===== src/rtl/mac_pkg.sv =====
// Shared constants and state encoding for the MAC inverse divider.
package mac_pkg;

  localparam int MAC_A_W   = 8;
  localparam int MAC_ACC_W = 16;
  localparam int MAC_P_W   = 2 * MAC_A_W + 1;
  localparam int MAC_CNT_W = $clog2(MAC_P_W);

  typedef enum logic [1:0] {
    IDLE = 2'd0,
    PREP = 2'd1,
    DIV  = 2'd2
  } state_e;

endpackage


===== src/rtl/div_step.sv =====
// One restoring-division step: shift in a dividend bit, conditionally subtract b.
module div_step #(
  parameter int A_W = 8
) (
  input  logic [A_W:0]   r_i,
  input  logic           bit_i,
  input  logic [A_W-1:0] b_i,
  output logic [A_W:0]   r_o,
  output logic           q_o
);

  logic [A_W+1:0] r_sh;
  logic [A_W+1:0] b_ext;

  // Shift the remainder left by one, compare against b and restore on borrow.
  always_comb begin
    r_sh  = {r_i, bit_i};
    b_ext = {2'b00, b_i};
    q_o   = (r_sh >= b_ext);
    r_o   = (A_W+1)'(q_o ? (r_sh - b_ext) : r_sh);
  end

endmodule


===== src/rtl/mac_inverse_div_8_bit.sv =====
// Recovers a = (p - acc) / b from a MAC result, one quotient bit per clock.
module mac_inverse_div_8_bit
  import mac_pkg::*;
#(
  parameter int A_W   = MAC_A_W,
  parameter int ACC_W = MAC_ACC_W,
  parameter int P_W   = MAC_P_W
) (
  input  logic             clk,
  input  logic             rst_n,
  input  logic             start,
  input  logic [P_W-1:0]   p,
  input  logic [ACC_W-1:0] acc,
  input  logic [A_W-1:0]   b,
  output logic             busy,
  output logic             done,
  output logic [A_W-1:0]   a,
  output logic [A_W-1:0]   rem,
  output logic             dz,
  output logic             neg,
  output logic             ovf
);

  localparam int CNT_W = $clog2(P_W);
  localparam logic [CNT_W-1:0] LAST_CNT = CNT_W'(P_W - 1);

  state_e           state_q;
  logic [P_W-1:0]   p_q;
  logic [ACC_W-1:0] acc_q;
  logic [A_W-1:0]   b_q;
  logic [P_W-1:0]   dvd_q;
  logic [P_W-2:0]   q_q;
  logic [A_W:0]     r_q;
  logic [CNT_W-1:0] cnt_q;

  logic [P_W:0]     diff_d;
  logic [A_W:0]     r_d;
  logic             qbit_d;
  logic [P_W-1:0]   q_d;

  // Difference is one bit wider than p so its MSB is the borrow (p < acc).
  assign diff_d = {1'b0, p_q} - (P_W+1)'(acc_q);
  assign q_d    = {q_q, qbit_d};

  div_step #(.A_W(A_W)) u_step (
    .r_i   (r_q),
    .bit_i (dvd_q[P_W-1]),
    .b_i   (b_q),
    .r_o   (r_d),
    .q_o   (qbit_d)
  );

  // Control FSM with operand latching, iteration and registered results.
  always_ff @(posedge clk) begin
    if (!rst_n) begin
      state_q <= IDLE;
      busy    <= 1'b0;
      done    <= 1'b0;
      a       <= '0;
      rem     <= '0;
      dz      <= 1'b0;
      neg     <= 1'b0;
      ovf     <= 1'b0;
    end else begin
      done <= 1'b0;
      case (state_q)
        IDLE: begin
          if (start) begin
            p_q     <= p;
            acc_q   <= acc;
            b_q     <= b;
            busy    <= 1'b1;
            dz      <= 1'b0;
            neg     <= 1'b0;
            ovf     <= 1'b0;
            state_q <= PREP;
          end
        end
        PREP: begin
          if (b_q == '0) begin
            dz      <= 1'b1;
            a       <= '1;
            rem     <= '0;
            done    <= 1'b1;
            busy    <= 1'b0;
            state_q <= IDLE;
          end else if (diff_d[P_W]) begin
            neg     <= 1'b1;
            a       <= '0;
            rem     <= '0;
            done    <= 1'b1;
            busy    <= 1'b0;
            state_q <= IDLE;
          end else begin
            dvd_q   <= diff_d[P_W-1:0];
            r_q     <= '0;
            q_q     <= '0;
            cnt_q   <= '0;
            state_q <= DIV;
          end
        end
        DIV: begin
          dvd_q <= {dvd_q[P_W-2:0], 1'b0};
          r_q   <= r_d;
          q_q   <= q_d[P_W-2:0];
          cnt_q <= cnt_q + CNT_W'(1);
          if (cnt_q == LAST_CNT) begin
            done    <= 1'b1;
            busy    <= 1'b0;
            state_q <= IDLE;
            rem     <= r_d[A_W-1:0];
            if (|q_d[P_W-1:A_W]) begin
              ovf <= 1'b1;
              a   <= '1;
            end else begin
              a   <= q_d[A_W-1:0];
            end
          end
        end
        default: state_q <= IDLE;
      endcase
    end
  end

endmodule


===== config.mk =====
export PLATFORM = sky130hd
export DESIGN_NAME = mac_inverse_div_8_bit
export DESIGN_NICKNAME = d
export VERILOG_FILES = /design/src/rtl/mac_pkg.sv /design/src/rtl/div_step.sv /design/src/rtl/mac_inverse_div_8_bit.sv
export SDC_FILE = /design/constraint.sdc
export NUM_CORES = 1
export LEC_CHECK = 0
export ABC_CLOCK_PERIOD_IN_PS = 13350
export CAP_MARGIN = 10
export CORE_MARGIN = 8
export CORE_UTILIZATION = 55
export CTS_BUF_LIST = sky130_fd_sc_hd__clkbuf_16
export CTS_CLUSTER_SIZE = 28
export DETAILED_ROUTE_END_ITERATION = 10
export GPL_TIMING_DRIVEN = 0
export PLACE_DENSITY = 0.78
export SLEW_MARGIN = 20
export SYNTH_ARGS = -nofsm -noshare
export SYNTH_HDL_FRONTEND = slang
export SYNTH_SLANG_ARGS = --single-unit

===== constraint.sdc =====
create_clock -name clk -period 13.35 [get_ports clk]
set_input_delay 2.67 -clock clk [delete_from_list [all_inputs] [get_ports clk]]
set_output_delay 2.67 -clock clk [all_outputs]
set_load 0.01 [all_outputs]

* After elaboration in Yosys (flattened, before gate mapping)
Cells that the tools add are included.
W data, S select, Z words.
** Word-level totals
- Register bits after elaboration :: 111
- Output and inout bits :: 21
** Cells by class
- Add/sub/neg operators :: 3
- Order comparisons :: 1
- Equality and inequality tests :: 11
- Muxes and demuxes :: 44
- Reduce and logical (&&, ||, !) cells :: 15
** Operators with widths (count)
- $mux W8 :: 6
- $mux W17 :: 2
- $pmux W17 S2 :: 1
- $mux W16 :: 2
- $pmux W16 S2 :: 1
- $pmux W8 S2 :: 2
- $mux W9 :: 3
- $pmux W9 S2 :: 1
- $sub A17 B16 Y18 :: 1
- $reduce_and A4 Y1 :: 4
- $ne A2 B2 Y1 const B :: 7
- $mux W1 :: 13
- $ge A10 B8 Y1 :: 1
- $mux W5 :: 2
- $pmux W5 S2 :: 1
- $reduce_and A3 Y1 :: 3
- $reduce_or A9 Y1 :: 1
- $sub A9 B8 Y9 :: 1
- $logic_not A8 Y1 :: 1
- $mux W2 :: 4
- $pmux W1 S2 :: 4
- $pmux W2 S3 :: 1
- $reduce_bool A2 Y1 :: 3
- $add A5 B1 Y5 const B :: 1
- 8 further kinds :: 8

* Longest topological paths before layout
- Depth in word-level cells :: 4
- Gate-level depth with buffers :: 10

* Modules after synthesis
A second synthesis with hierarchy kept.
** Unflattened totals
- Cell total of the unflattened synthesis :: 509
- Area total of the unflattened synthesis :: 5605.4 sq um
** Modules (own cells, without submodules)
- mac_inverse_div_8_bit :: cells an instance 437, instances 1, area an instance 5063.6 sq um
- div_step :: cells an instance 72, instances 1, area an instance 541.8 sq um

* Worst setup path before layout
No wires, ideal clock.
- Path type :: input-to-reg
- Start point :: in rst_n
- End point :: reg cnt_q[0], enable pin
- Setup slack :: 7.606 ns
- Data required time :: 12.883 ns
- Arrival :: 5.277 ns
- Stages :: 3
- Path buffers :: 1
- Cell sequence :: buf_1 > nand2_1 > a21oi_1
** On the way
- Word-level cells in the longest chain between the ends :: 1
** RTL lines
- start: declaration :: RTL line mac_inverse_div_8_bit.sv:10 : input logic rst_n,
- $reduce_and A4 Y1 (no line)
- end signal: assignment :: RTL line mac_inverse_div_8_bit.sv:106 : cnt_q <= cnt_q + CNT_W'(1);
- end: declaration :: RTL line mac_inverse_div_8_bit.sv:34 : logic [CNT_W-1:0] cnt_q;
No other way between the ends.
A chain may end at the register's enable or synchronous reset.

* Final worst setup path
- Start point :: in rst_n
- End point :: reg dvd_q[10], enable pin
** On the way
- Word-level cells in the longest chain between the ends :: 1
** RTL lines
- $reduce_and A4 Y1 (no line)
- end signal: assignment :: RTL line mac_inverse_div_8_bit.sv:95 : dvd_q <= diff_d[P_W-1:0];
- end signal: assignment :: RTL line mac_inverse_div_8_bit.sv:103 : dvd_q <= {dvd_q[P_W-2:0], 1'b0};
- end: declaration :: RTL line mac_inverse_div_8_bit.sv:31 : logic [P_W-1:0] dvd_q;
No other way between the ends.

==> impl_metrics.toml <==
[setup_path]
path_delay_family = "buffers and inverters"
cp_max_fo = 22
critPathRequiredTime_ns = 13.40
critPathKind = "input pin to flop"
cp-start-kind = "input pin"
path_cells = "clkdlybuf4s50_1 -> buf_1 -> nand2_1 -> a21oi_4 -> buf_16"
end_kind = "flop"
r2r_start = "p_q[8]$_DFFE_PP_"
crit_buf_inv = 3
critical_path_cell_count = 5
critPathArrivalTime_ns = 4.53
startpoint = "rst_n"
crit_path_top_delay_cell = "clkdlybuf4s50_1"
rr_worst_depth = 8
max_stage_delay_ns = 0.55

[synth]
synth_most_common_cell = "edfxtp_1"
synth_top_cells_by_count = "edfxtp_1 (88), nand2_1 (49), o21ai_0 (36)"
synth_top_family_by_area = "compound AO/OA/AOI/OAI gates"
avgSynthCellArea_um2 = 11.10
yosys.area_share.simple_pct = 14.10
yosysSeqAreaShare_pct = 54.72
synth_edf_count = 88
syn_nets = 587
synth_top_cell_by_area = "edfxtp_1"
synth_top_area_share_pct = 46.60
synth_xor_area_share_pct = 2.317
synthFlopType = "edfxtp_1"
ys_ff_latch = 111
synthDistinctLibCells = 62
async_flop_share_pct = 0
synthMuxAreaShare_pct = 3.001
synthCells = 511
synth_area_leaders = "edfxtp_1 (47%), dfxtp_1 (8.1%), ha_1 (6.6%)"
synth-compound-area-share_pct = 15.07
ys_warn_count = 0
syn-cell-area_um2 = 5670
synthAdderAreaFrac_pct = 7.326

[sta]
skew_ns = 0.009510
fmax_ghz = 0.2235
relSlewSlack_pct = 47.84
setup_viol_count_final = 0
fin_hold_ws_ns = 0.4579
finalSetupTns_ns = 0
rsz0062_at_grt = "no"
slew_viol_final = 0
finalCritPeriodShare_pct = 33.52
worstMarginPinSlew_ns = 0.7823
hold_viol = 0
final.min_clock_period_ns = 4.474

[place]
dp_hpwl_mm = 8.946
place.gp.congestion = 0.8965
place_area_um2 = 6575
numPortBuffers = 64

[floorplan]
fp.coreArea_um2 = 10180
die_w_um = 117.5
rows = 37
start_util_pct = 55.68
boundaryPins = 65
chipHeight_um = 117.5
dieArea_um2 = 13810

[route]
via_count = 4129
drtIter0Drc = 269
remaining_drc_errors = 0
avgViaCountPerCell = 5.656
drt-pass1-iter-count = 6
wirelength_mm = 11.90
antenna_left = 0
routedWlPerCell_um = 16.30

[finish]
area.growth.synth_to_final_pct = 20.79
nets = 665
final_cell_area_um2 = 6849
layout-drive-gt1-share_pct = 6.229
n_antenna_cell = 0

[clock_network]
cts_tree = "yes"
cts_buffers = 9
clk_latency_ns = 0.35
clk_path_buf_depth = 2
htree_levels = 3
post_cts_resized = 0
clockRootBuffer = "clkbuf_16"
clock_sinks = 111
clk_pin_slew_worst_paths_ns = 0.07
cts_setup_buffers = 0
ctsHoldBuffers = 0

[grt]
antenna_found_initial = 0
grt_pass1_wl_mm = 19.87
grt-ovfl-total = 0
grt_pass1_vias = 4162
grtUsageTotal_pct = 17.64
grt_max_degree = 32

[power_and_ir_drop]
p_per_area_nw_per_um2 = 147.4
p_leak_nw = 2.581
p_total_w = 0.001010
peakVddDrop_mv = 0.08820

[worst_hold_path]
hold_path.class = "flop to flop"
hp-start = "rem[3]$_SDFFE_PN0P_"
min_path_cells = 2

[flow_run]
max_cap_violations = 0

[run_status]
status = "completed"
-- cell usage in the layout, fill, tap and decap left out, types with 10 or more instances in the layout --
master,n
a211oi_1,11
a21o_1,10
clkbuf_1,11
clkdlybuf4s50_1,64
edfxtp_1,88
nand3_1,10
ha_1,30
inv_1,34
dfxtp_1,23
o21ai_0,36
mux2i_1,17
and2_1,20
nand2_1,49
a21oi_1,21
nor3_1,12
nor2_1,27
-- through the flow --
step	setup slack [ns]	utilization [%]	cells
floorplan	7.606	-	511
global placement	5.839	63.64	711
detailed placement	8.529	64.56	714
CTS	8.893	67.25	730
global route	8.723	67.25	730
finish	8.876	67.25	730
-- flip-flops by register name, summed over array words and instances (netlist names), 2 cells and up --
name / flops
q_q: 16
dvd_q: 17
a: 8
cnt_q: 5
p_q: 17
state_q: 2
rem: 8
r_q: 9
b_q: 8
acc_q: 16
-- worst min-delay path, stage by stage, from the launching register on --
cell and delay (ns):
dfxtp_1 0.31, nand2_1 0.05, mux2i_1 0.05
-- kinds of logic after synthesis --
group,count (synthesis)
DFF,111
AOI/OAI and AO/OA,127
muxes,17
xor gates and xnor gates,15
buffers and inverters,51
and+or+nand+nor,158
adders and majority gates,32
-- routing by layer --
layer / global-route usage [%] / wire length [µm] / vias up
met2: 29.40 / 5871 / 121
met5: 0 / 0 / -
met4: 5.845 / 149 / 0
li1: - / - / 2023
met1: 22.08 / 5268 / 1973
met3: 4.173 / 607 / 12
-- where the power goes --
group	total (W)	internal, W	switching (W)	leakage [nW]
logic	0.000301	0.000128	0.000173	1.44
clock network	0.000252	0.000127	0.000125	0.137
registers	0.000457	0.000437	0.0000200	1.01
total	0.00101	0.000693	0.000317	2.58
-- cell type report --
| type | instances | area [µm²] |
|---|---|---|
| Fill cell | 773 | 3336 |
| Sequential cell | 111 | 3103 |
| Multi-Input combinational cell | 349 | 2390 |
| Timing Repair Buffer | 67 | 715.7 |
| Clock buffer | 9 | 225.2 |
| Tap cell | 136 | 170.2 |
| Inverter | 36 | 135.1 |
| Buffer | 15 | 61.31 |
| Clock inverter | 7 | 48.80 |
-- final timing paths --
check / endpoint / slack [ns]
hold / removal: rem[3]$_SDFFE_PN0P_ / 0.46
hold reg to reg: rem[3]$_SDFFE_PN0P_ / 0.46
setup reg to reg: dvd_q[10]$_DFFE_PP_ / 10.49
setup / recovery: dvd_q[10]$_DFFE_PP_ / 8.88
(Power assumes the default switching activity.)
